File: src/rtl/stage_sequencer.sv
// Multicycle fetch/decode/execute/memory/writeback sequencer with memory-wait timeout.
// Optional single-step control is enabled by defining STAGE_SEQUENCER_SINGLE_STEP_EN.
module stage_sequencer #(
    parameter int unsigned MEM_TIMEOUT = 16,
    parameter int unsigned COUNT_WIDTH = 16
) (
    input  logic                   Clock,
    input  logic                   Reset,
    input  logic                   Run,
    input  logic                   MFC,
    input  logic                   Mem_Access,
    input  logic                   Halt_Instr,
`ifdef STAGE_SEQUENCER_SINGLE_STEP_EN
    input  logic                   Step_Mode,
    input  logic                   Step,
`endif
    output logic [2:0]             Stage,
    output logic                   Stall,
    output logic                   Halted,
    output logic                   Fault,
    output logic [COUNT_WIDTH-1:0] Instr_Count
);

    localparam int unsigned WAIT_WIDTH = $clog2(MEM_TIMEOUT);
    localparam logic [WAIT_WIDTH-1:0] WAIT_LAST = WAIT_WIDTH'(MEM_TIMEOUT - 1);

    typedef enum logic [2:0] {
        ST_IDLE      = 3'd0,
        ST_FETCH     = 3'd1,
        ST_DECODE    = 3'd2,
        ST_EXECUTE   = 3'd3,
        ST_MEMORY    = 3'd4,
        ST_WRITEBACK = 3'd5,
        ST_HALTED    = 3'd6
    } state_t;

    state_t                 state_r;
    state_t                 next_state_s;
    logic [2:0]             stage_r;
    logic                   halted_r;
    logic                   fault_r;
    logic [COUNT_WIDTH-1:0] count_r;
    logic [WAIT_WIDTH-1:0]  wait_r;
    logic                   stall_s;
    logic                   timeout_s;
    logic                   retire_s;
    logic                   start_s;
    logic                   step_hold_s;

    function automatic logic [2:0] stage_code(input state_t s);
        case (s)
            ST_FETCH:     stage_code = 3'd1;
            ST_DECODE:    stage_code = 3'd2;
            ST_EXECUTE:   stage_code = 3'd3;
            ST_MEMORY:    stage_code = 3'd4;
            ST_WRITEBACK: stage_code = 3'd5;
            default:      stage_code = 3'd0;
        endcase
    endfunction

`ifdef STAGE_SEQUENCER_SINGLE_STEP_EN
    // In step mode a Step pulse is only honoured while idle.
    assign start_s     = Run & (~Step_Mode | Step);
    assign step_hold_s = Step_Mode;
`else
    assign start_s     = Run;
    assign step_hold_s = 1'b0;
`endif

    // Next-state, stall and timeout decode.
    always_comb begin
        next_state_s = state_r;
        stall_s      = 1'b0;
        timeout_s    = 1'b0;
        retire_s     = 1'b0;
        case (state_r)
            ST_IDLE: begin
                if (start_s) next_state_s = ST_FETCH;
                else         next_state_s = ST_IDLE;
            end
            ST_FETCH, ST_MEMORY: begin
                // Memory without an access skips the wait entirely.
                if ((state_r == ST_MEMORY) && !Mem_Access) begin
                    next_state_s = ST_WRITEBACK;
                end else if (MFC) begin
                    next_state_s = (state_r == ST_FETCH) ? ST_DECODE : ST_WRITEBACK;
                end else begin
                    stall_s = 1'b1;
                    if (wait_r == WAIT_LAST) begin
                        timeout_s    = 1'b1;
                        next_state_s = ST_HALTED;
                    end else begin
                        next_state_s = state_r;
                    end
                end
            end
            ST_DECODE: begin
                if (Halt_Instr) next_state_s = ST_HALTED;
                else            next_state_s = ST_EXECUTE;
            end
            ST_EXECUTE: next_state_s = ST_MEMORY;
            ST_WRITEBACK: begin
                retire_s = 1'b1;
                if (Run && !step_hold_s) next_state_s = ST_FETCH;
                else                     next_state_s = ST_IDLE;
            end
            ST_HALTED: begin
                if (!fault_r && Run) next_state_s = ST_FETCH;
                else                 next_state_s = ST_HALTED;
            end
            default: next_state_s = ST_IDLE;
        endcase
    end

    // State, registered outputs, retire counter and wait counter.
    always_ff @(posedge Clock) begin
        if (Reset) begin
            state_r  <= ST_IDLE;
            stage_r  <= 3'd0;
            halted_r <= 1'b0;
            fault_r  <= 1'b0;
            count_r  <= '0;
            wait_r   <= '0;
        end else begin
            state_r  <= next_state_s;
            stage_r  <= stage_code(next_state_s);
            halted_r <= (next_state_s == ST_HALTED);
            fault_r  <= fault_r | timeout_s;
            if (retire_s) count_r <= count_r + COUNT_WIDTH'(1'b1);
            else          count_r <= count_r;
            // Any non-stalled cycle restarts the wait, so each wait begins at zero.
            if (stall_s && !timeout_s) wait_r <= wait_r + WAIT_WIDTH'(1'b1);
            else                       wait_r <= '0;
        end
    end

    assign Stage       = stage_r;
    assign Stall       = stall_s;
    assign Halted      = halted_r;
    assign Fault       = fault_r;
    assign Instr_Count = count_r;

endmodule

File: config.mk
export PLATFORM = sky130hd
export DESIGN_NAME = stage_sequencer
export DESIGN_NICKNAME = d
export VERILOG_FILES = /design/src/rtl/stage_sequencer.sv
export SDC_FILE = /design/constraint.sdc
export NUM_CORES = 1
export LEC_CHECK = 0
export BUFFER_PORTS_ARGS = -buffer_cell sky130_fd_sc_hd__buf_4
export CAP_MARGIN = 20
export CORE_UTILIZATION = 47
export DETAILED_ROUTE_END_ITERATION = 8
export HOLD_SLACK_MARGIN = 0.02
export PLACE_DENSITY = 0.74
export SYNTH_ARGS = -nofsm -noshare
export SYNTH_HDL_FRONTEND = slang
export SYNTH_SLANG_ARGS = --single-unit
File: constraint.sdc
create_clock -name Clock -period 1.7 [get_ports Clock]
set_clock_uncertainty 0.1 [all_clocks]
set_input_delay 0.34 -clock Clock [delete_from_list [all_inputs] [get_ports Clock]]
set_output_delay 0.34 -clock Clock [all_outputs]
set_load 0.05 [all_outputs]
# Word-level counts from Yosys, hierarchy flattened
# Index checks and enable logic that the tools add are counted.
# totals
ff_bits,28
latchBits,0
ram_bits,0
rom_bits,0
in_bits,6
word_cells,50
memories,0
# op_classes
n_addsub,2
n_mul,0
n_div,0
order_cmp,0
n_eq_ne,13
shifts,0
muxes,17
bitwise_logic,2
n_reduce_logical,10
# op_table
cell,count
$pmux W3 S5,2
$eq A3 B3 Y1 const B,6
$mux W3,6
$add A16 B1 Y16 const B,1
$eq A3 B2 Y1 const B,4
$mux W1,9
$eq A3 B1 Y1 const B,2
$reduce_or A2 Y1,3
$add A4 B1 Y4 const B,1
$eq A4 B4 Y1 const B,1
$logic_and A1 B1 Y1,3
$logic_not A1 Y1,3
$logic_not A3 Y1,1
$not A1 Y1,1
$or A1 B1 Y1,1

# Logic depth before layout (Yosys ltp)
# Gate-level depths: netlist of the first run.
# logic_depth
ltp_word,9
mapped_depth,6
mapped_depth_nobuf,5

# Worst setup path after synthesis of the first run
# Ideal clock, no wire load.
# synth_timing
kind,reg-to-reg
from,reg state_r[2]
to,reg wait_r[2]
setup_time_ps,70
t_arrival_ps,2436
t_required_ps,1530
path_slack_ps,-906
path_stages_with_launch,6
period_less_slack_ps,2606
cell_sequence,dfxtp_1 > clkbuf_1 > nand3b_1 > a211oi_1 > nand2_1 > nor2_1
# synth_between
word_cells_on_any_way,12
cone_classes,2 x eq/ne; 4 x mux; 1 x bitwise; 5 x reduce/logical
# synth_lines
element,line_no,source
from (decl),37,state_t state_r;
from (signal assigned),125,state_r <= next_state_s;
$eq A3 B3 Y1,"76, 83",
$logic_and A1 B1 Y1,83,if ((state_r == ST_MEMORY) && !Mem_Access) begin
$mux W1,83,
$mux W1 (*),76,case (state_r)
named net Stall,18,"output logic Stall,"
$logic_and A1 B1 Y1 (*),132,if (stall_s && !timeout_s) wait_r <= wait_r + WAIT_WIDTH'(1'b1);
$not A1 Y1 (no source line) (*),-,
$reduce_or A2 Y1 (no source line) (*),-,
to (signal assigned),132,
to (decl),43,logic [WAIT_WIDTH-1:0] wait_r;
# The timed path passes the listed nets; every way through them passes the cells marked *.
# A chain may end at the register's enable or synchronous reset.

# Worst setup path after layout of the first run
# layout_timing
from,reg state_r[0]
to,out Stall
# layout_between
elab_chain_cells,4
word_cells_on_any_way,6
cone_classes,2 x eq/ne; 2 x mux; 2 x reduce/logical
# layout_rtl
element,line_no
$eq A3 B3 Y1,"76, 83"
$logic_and A1 B1 Y1,83
$mux W1,83
$mux W1 (*),76
to (decl),18
# Every way passes the cells marked *; elsewhere a longest branch is shown, timed or not.

==> flow_summary_export.csv, run 1 <==
group,metric,value,unit
route,route.detailed.drc,0,
floorplan,die_height,53.6,um
clock_network,cts_hold_buffers,0,
floorplan,die_x,53.6,um
final_layout,fin_nets,191,
critical_path,slowest_stage,"dfxtp_2",
final_layout,antenna-diode-count,0,
clock_network,cts-root-buf,"clkbuf_4",
route,ant_nets,0,
critical_path,cp_common_cell,"buf_6",
final_layout,final_cell_mix,"buf_4 (35), nor2_1 (17), dfxtp_1 (15)",
global_routing,grtUsageTotal,0.211,
status,violations,"negative setup slack",
critical_path,arrival,1.47,ns
run,drv_cap,0,
sta,final.setup.worst_slack,-0.214,ns
floorplan,dieArea,0.00288,mm^2
logic_synthesis,syn-cell-area,0.00125,mm^2
global_routing,grt_pass1_wl,4.28,mm
floorplan,rows,18,
route,drtIter0Drc,16,
sta,fmax,0.522,GHz
floorplan,start_util,0.501,
pwr,vdd.ir_drop.worst,0.589,mV
critical_path,crit_path_end_kind,"output port",
final_layout,final_util,0.683,
sta,rsz0062_at_grt,"true",
clock_network,clk_pin_slew,0.15,ns
clock_network,clock_latency,0.33,ns
logic_synthesis,yosysSeqAreaShare,0.448,
sta,fin_crit,1.91,ns
final_layout,final_common_cell,"buf_4",
route,via_count,1180,
logic_synthesis,ys_seq_elements,28,
critical_path,worst-path-max-fanout,2,
clock_network,clock_path_buffers,2,
global_routing,antenna_found_initial,0,
route,dr.pass1.iters,4,
sta,worstMarginPinSlew,0.410,ns
route,routed_wl,2.99,mm
floorplan,io-pin-count,28,
pwr,p_leak,0.000671,uW
final_layout,drive_above_1_share,0.368,
global_routing,grt_max_degree,20,
sta,final.period_utilization,1.13,
final_layout,fin_area,0.00171,mm^2
logic_synthesis,synth_cells,145,
route,viasPerCell,5.57,
route,wl_per_cell,14.1,um
logic_synthesis,synth_nets,153,
sta,max_slew_margin,0.727,
critical_path,critPathKind,"reg -> out",
sta,hold_viol_final,0,
clock_network,cts_buffers,3,
floorplan,core,0.00250,mm^2
placement,placed_area,0.00161,mm^2
placement,dpl.cell_count,203,
sta,setup_violations,2,
logic_synthesis,synth_cell_types,35,
status,status,"finished with violations",
logic_synthesis,syn_area_per_cell,8.64,um^2
global_routing,grt_pass1_vias,984,
global_routing,globalRoute.totalOverflow,0,
sta,slew_violations,0,
critical_path,start_kind,"flop",
final_layout,final_cells,212,
hold_path,hp-class,"in -> reg",
placement,gp_congestion,0.854,
critical_path,critPathRequiredTime,1.26,ns
logic_synthesis,ys_warn_count,0,
pwr,power.density,681,mW/mm^2
placement,port-buffer-count,27,
critical_path,slowest_delay,0.36,ns
placement,dp_hpwl,2.08,mm
clock_network,cts_tree,"built",
clock_network,cts.htree.levels,1,
final_layout,syn2layout_area_growth,36.4,%
clock_network,cts_sinks,28,
critical_path,crit_chain,"buf_6 > nand3b_1 > a211oi_4 > buf_6",
state kept, by name, indices dropped and copies added (netlist names):
name,flops
Fault,1
Halted,1
Instr_Count,16
Stage,3
state_r,3
wait_r,4
report_power, final:
part           internal (uW)  total [uW]  switching [uW]
combinational           91.5         212             121
clock                   86.4         286             199
sequential               655         665            10.4
total                    833        1160             330
cells in the mapped netlist:
master | number | share of area
o21bai_1 | 1 | 0.0060
a22oi_1 | 1 | 0.0060
a21oi_1 | 8 | 0.032
a211oi_1 | 2 | 0.012
and2_1 | 2 | 0.010
nor2b_1 | 2 | 0.010
nand2b_1 | 2 | 0.010
o21ai_0 | 8 | 0.032
nand4_2 | 1 | 0.010
nand3_1 | 10 | 0.040
or4_4 | 1 | 0.0090
inv_1 | 4 | 0.012
nor4b_1 | 1 | 0.0070
nor3b_1 | 1 | 0.0060
xnor2_1 | 7 | 0.049
nand3b_1 | 2 | 0.012
nor3_1 | 3 | 0.012
dfxtp_1 | 28 | 0.45
nand4_1 | 4 | 0.020
a31oi_1 | 4 | 0.020
and3_1 | 4 | 0.020
buf_2 | 1 | 0.0040
nor4_1 | 2 | 0.010
nand2_1 | 6 | 0.018
and4b_1 | 1 | 0.0080
and4_1 | 1 | 0.0070
a31o_2 | 1 | 0.0070
or3_1 | 5 | 0.025
or3_2 | 1 | 0.0060
o31ai_1 | 1 | 0.0060
ha_1 | 2 | 0.020
or4_1 | 1 | 0.0060
clkbuf_1 | 5 | 0.015
xor2_1 | 5 | 0.035
nor2_1 | 17 | 0.051
final cells by class:
| cell class | count | area, um^2 |
|---|---|---|
| Clock buffer | 3 | 22.5 |
| Clock inverter | 1 | 3.75 |
| Fill cell | 210 | 792 |
| Inverter | 4 | 15.0 |
| Multi-Input combinational cell | 107 | 714 |
| Sequential cell | 28 | 607 |
| Tap cell | 30 | 37.5 |
| Timing Repair Buffer | 39 | 308 |
layer usage:
metal,vias up,share of wire,global-route usage
met5,-,0,0
met4,0,0.021,0.101
li1,595,-,-
met1,550,0.45,0.256
met2,27,0.49,0.360
met3,8,0.033,0.0339
per-stage QoR:
stage	setup slack, ns	hold WS [ns]	setup TNS [ns]	power (uW)
floorplan	0.00577	0.318	0	806
CTS	-0.239	0.194	-0.239	1170
global placement	0.0943	0.338	0	854
finish	-0.214	0.191	-0.242	1160
detailed placement	0.0668	0.337	0	858
global route	-0.264	0.210	-0.392	1210
path summary, 6_finish.rpt:
kind,slack (ns),end,from,cells past startpoint
setup reg to reg,-0.03,Instr_Count[13],Instr_Count[0],4
hold reg to reg,0.36,wait_r[0],wait_r[0],1
setup / recovery,-0.21,Stall,state_r[0],4
hold / removal,0.19,Stage[0],Run,3
cell families (layout without fill, tap and decap cells):
kind of cell | after synthesis | count (layout) | share of synthesized area
AND/OR/NAND/NOR | 67 | 67 | 0.297
adder cells (fa/ha/maj) | 2 | 2 | 0.0200
buffers and inverters | 10 | 47 | 0.0310
flip-flops | 28 | 28 | 0.448
AO/OA/AOI/OAI | 26 | 26 | 0.121
XOR/XNOR | 12 | 12 | 0.0839
critical path, delay by kind of cell (launching register included):
family	cells	cell delay, ns
compound gates	1	0.27
buf+inv	2	0.31
flops	1	0.36
simple gates	1	0.20
what timing repair did:
action / CTS / global route
setup buffers: 3 / 2
gates resized for setup: 4 / 6
endpoints found under the setup margin: 1 / 9
pin swaps: 2 / 8
Power figures use the tool's default switching activity.
==> run 2, diff against run 1 <==
- ABC_AREA: unset -> 1
- CORE_MARGIN: unset -> 3
- CORE_UTILIZATION: 47 -> 48
==> run 2 against run 1 <==
Compared with the run above: the run still ends with negative setup slack left; final area is 5.1% higher; global-route usage shrank 0.66 points; non-clock buffer count is the same; first-iteration DRC count rose to 4.5 times the previous value; largest power group unchanged; combinational power grew 85%; register-to-register slack improved by 0.10 ns; wire length is 10% higher; final cell count rose by 23%; maximum frequency grew 9.4%; power rose by 22%.
==> flow_summary_export.csv, run 2 <==
group,metric,value,unit
logic_synthesis,synth_top_family_by_area,"simple AND/OR/NAND/NOR gates",
placement,port-buffer-count,27,
clock_network,cts_tree,"built",
clock_network,cts_hold_buffers,0,
clock_network,cts_buffers,3,
final_layout,fin_nets,240,
critical_path,r2r-start,"state_r[2]",
sta,hold_viol_final,0,
floorplan,die_height,59.2,um
final_layout,final_common_cell,"buf_4",
global_routing,grt_pass1_wl,5.40,mm
logic_synthesis,synth_cell_types,24,
placement,gp_congestion,0.839,
critical_path,critPathRequiredTime,1.26,ns
status,violations,"negative setup slack",
global_routing,antenna_found_initial,0,
logic_synthesis,synth_top_area_frac,0.413,
final_layout,antenna-diode-count,0,
global_routing,grtUsageMet2,0.349,
critical_path,cp_common_cell,"nand2_2",
critical_path,crit_buf_inv,1,
logic_synthesis,synth_xor_area_frac,0.0129,
final_layout,largest_register_ffs,16,
logic_synthesis,ys.flop_type,"dfxtp_1",
logic_synthesis,synth_most_common_cell,"nand2_1",
floorplan,dieArea,0.00350,mm^2
logic_synthesis,ys_warn_count,0,
critical_path,critPathLaunch,"state_r[1]",
hold_path,hp-class,"in -> reg",
sta,fmax,0.571,GHz
floorplan,io-pin-count,28,
critical_path,critPathKind,"reg -> out",
placement,post-place-ws,0.0937,ns
floorplan,core,0.00259,mm^2
critical_path,start_kind,"flop",
logic_synthesis,synth_cells,190,
global_routing,globalRoute.totalOverflow,0,
logic_synthesis,syn-cell-area,0.00136,mm^2
clock_network,cts_sinks,28,
sta,fin_crit,1.75,ns
logic_synthesis,syn_area_per_cell,7.14,um^2
floorplan,start_util,0.524,
sta,max_slew_margin,0.822,
critical_path,r2r_slack,0.07,ns
global_routing,grt_use_met1,0.255,
pwr,total_power,1420,uW
floorplan,die_x,59.2,um
placement,dp_hpwl,2.21,mm
critical_path,cp_top_family,"simple AND/OR/NAND/NOR gates",
final_layout,drive_above_1_share,0.320,
logic_synthesis,muxShareOfSynthArea,0,
logic_synthesis,ys_async_sr_fraction,0,
final_layout,n_fill_cell,216,
clock_network,cts-root-buf,"clkbuf_4",
global_routing,grt_pass1_vias,1251,
logic_synthesis,synthAdderAreaFrac,0.0185,
critical_path,crit_chain,"nor2_4 > nand2_2 > nand2_2 > nand2_2 > nor2_4 > buf_6",
clock_network,clock_latency,0.32,ns
logic_synthesis,yosys.area.top_type,"dfxtp_1",
critical_path,worst-path-max-fanout,4,
route,wl_per_cell,12.6,um
final_layout,syn2layout_area_growth,32.4,%
critical_path,crit_path_end_kind,"output port",
route,drtIter0Drc,72,
status,status,"finished with violations",
logic_synthesis,synth_common_cells,"nand2_1 (40), inv_1 (29), dfxtp_1 (28)",
floorplan,rows,18,
critical_path,r2r_end,"Halted",
logic_synthesis,synth-compound-area-share,0.0913,
sta,slew_violations,0,
pwr,power.density,792,mW/mm^2
sta,final.setup.worst_slack,-0.0506,ns
route,via_count,1373,
sta,setup_violations,1,
pwr,vdd.ir_drop.worst,0.611,mV
global_routing,grt_max_degree,16,
critical_path,worstSetupEndpoint,"Stall",
logic_synthesis,synthTopCellsByArea,"dfxtp_1 (41%), nand2_1 (11%), inv_1 (8.0%), nor2_1 (6.9%), a21oi_1 (5.9%)",
global_routing,met3_usage,0.0261,
final_layout,final_cell_mix,"buf_4 (37), nand2_1 (34), inv_1 (27)",
pwr,p_leak,0.000859,uW
route,dr.pass1.iters,4,
clock_network,cts.htree.levels,1,
sta,final.period_utilization,1.03,
run,drv_cap,0,
critical_path,arrival,1.31,ns
critical_path,slowest_stage,"dfxtp_4",
critical_path,slowest_delay,0.39,ns
sta,rsz0062_at_grt,"true",
route,ant_nets,0,
logic_synthesis,yosysSeqAreaShare,0.413,
route,viasPerCell,5.26,
logic_synthesis,synth-simple-area-share,0.375,
logic_synthesis,ys_seq_elements,28,
critical_path,path_depth,6,
sta,worstMarginPinSlew,0.266,ns
global_routing,grt-busiest-layer,"met2",
route,route.detailed.drc,0,
global_routing,grtUsageTotal,0.205,
clock_network,clk_pin_slew,0.14,ns
logic_synthesis,synth_nets,198,
logic_synthesis,synth_edf_count,0,
route,routed_wl,3.29,mm
critical_path,r2r_cells,11,
clock_network,clock_path_buffers,2,
[run 2: changes by cell type in the layout (fill, tap and decap cells not counted), sizes merged, moves of 3 or more]
cell / before / now
inv: 4 / 30
a21oi: 8 / 16
nand3: 10 / 21
or3: 6 / 0
a31oi: 4 / 0
xor2: 5 / 2
nand2: 6 / 42
xnor2: 7 / 0
and3: 4 / 0
nor2: 17 / 29
[run 2: cell type report]
class | instances | area, um^2 | share of cell area
tap | 30 | 37.5 | 0.0209
clock buffer | 4 | 36.3 | 0.0202
inverter | 30 | 118 | 0.0655
timing repair buffer | 39 | 300 | 0.167
multi-input combinational | 130 | 731 | 0.407
sequential | 28 | 573 | 0.319
[run 2: what timing repair did]
item / 4_1_cts / 5_1_grt
gates resized for setup: 17 / 10
setup buffers: 9 / 3
pin swaps: 3 / 6
setup endpoints to repair: 1 / 8
gates cloned: 0 / 0
[run 2: cell families after synthesis]
logic type,count (synthesis)
buf+inv,32
compound gates,24
flops,28
fa+ha+maj,2
xor+xnor,2
simple gates,102
[run 2: worst min path at each step]
stage / from / to / slack (ns) / cells after the start
global placement: wait_r[0] / wait_r[0] / 0.33 / 1
detailed placement: Instr_Count[3] / Instr_Count[3] / 0.35 / 1
floorplan: wait_r[0] / wait_r[0] / 0.32 / 1
finish: Reset / Instr_Count[11] / 0.16 / 2
CTS: Reset / Halted / 0.14 / 2
global route: Reset / Instr_Count[11] / 0.14 / 2
[run 2: layer usage]
metal	share of wire	vias to the layer above	wire length [um]
met5	0	-	0
met4	0.021	0	69
met3	0.042	9	138
met2	0.49	42	1600
met1	0.45	631	1480
li1	-	691	-
[run 2: stage by stage]
stage	hold WS (ns)	area, um^2	std cells	util	TNS, ns
after global placement	0.330	1600	246	0.617	0
final	0.162	1800	261	0.693	-0.0506
after floorplan	0.318	1360	190	-	0
after detailed placement	0.347	1600	246	0.617	0
after global routing	0.144	1800	261	0.693	-0.117
after CTS	0.143	1750	259	0.674	-0.0826
[run 2: report_power, final]
group / internal (uW) / total (uW) / leakage [uW] / switching (uW)
Clock: 131 / 318 / 0.0000210 / 187
Sequential: 686 / 712 / 0.000229 / 25.8
Combinational: 160 / 393 / 0.000609 / 233
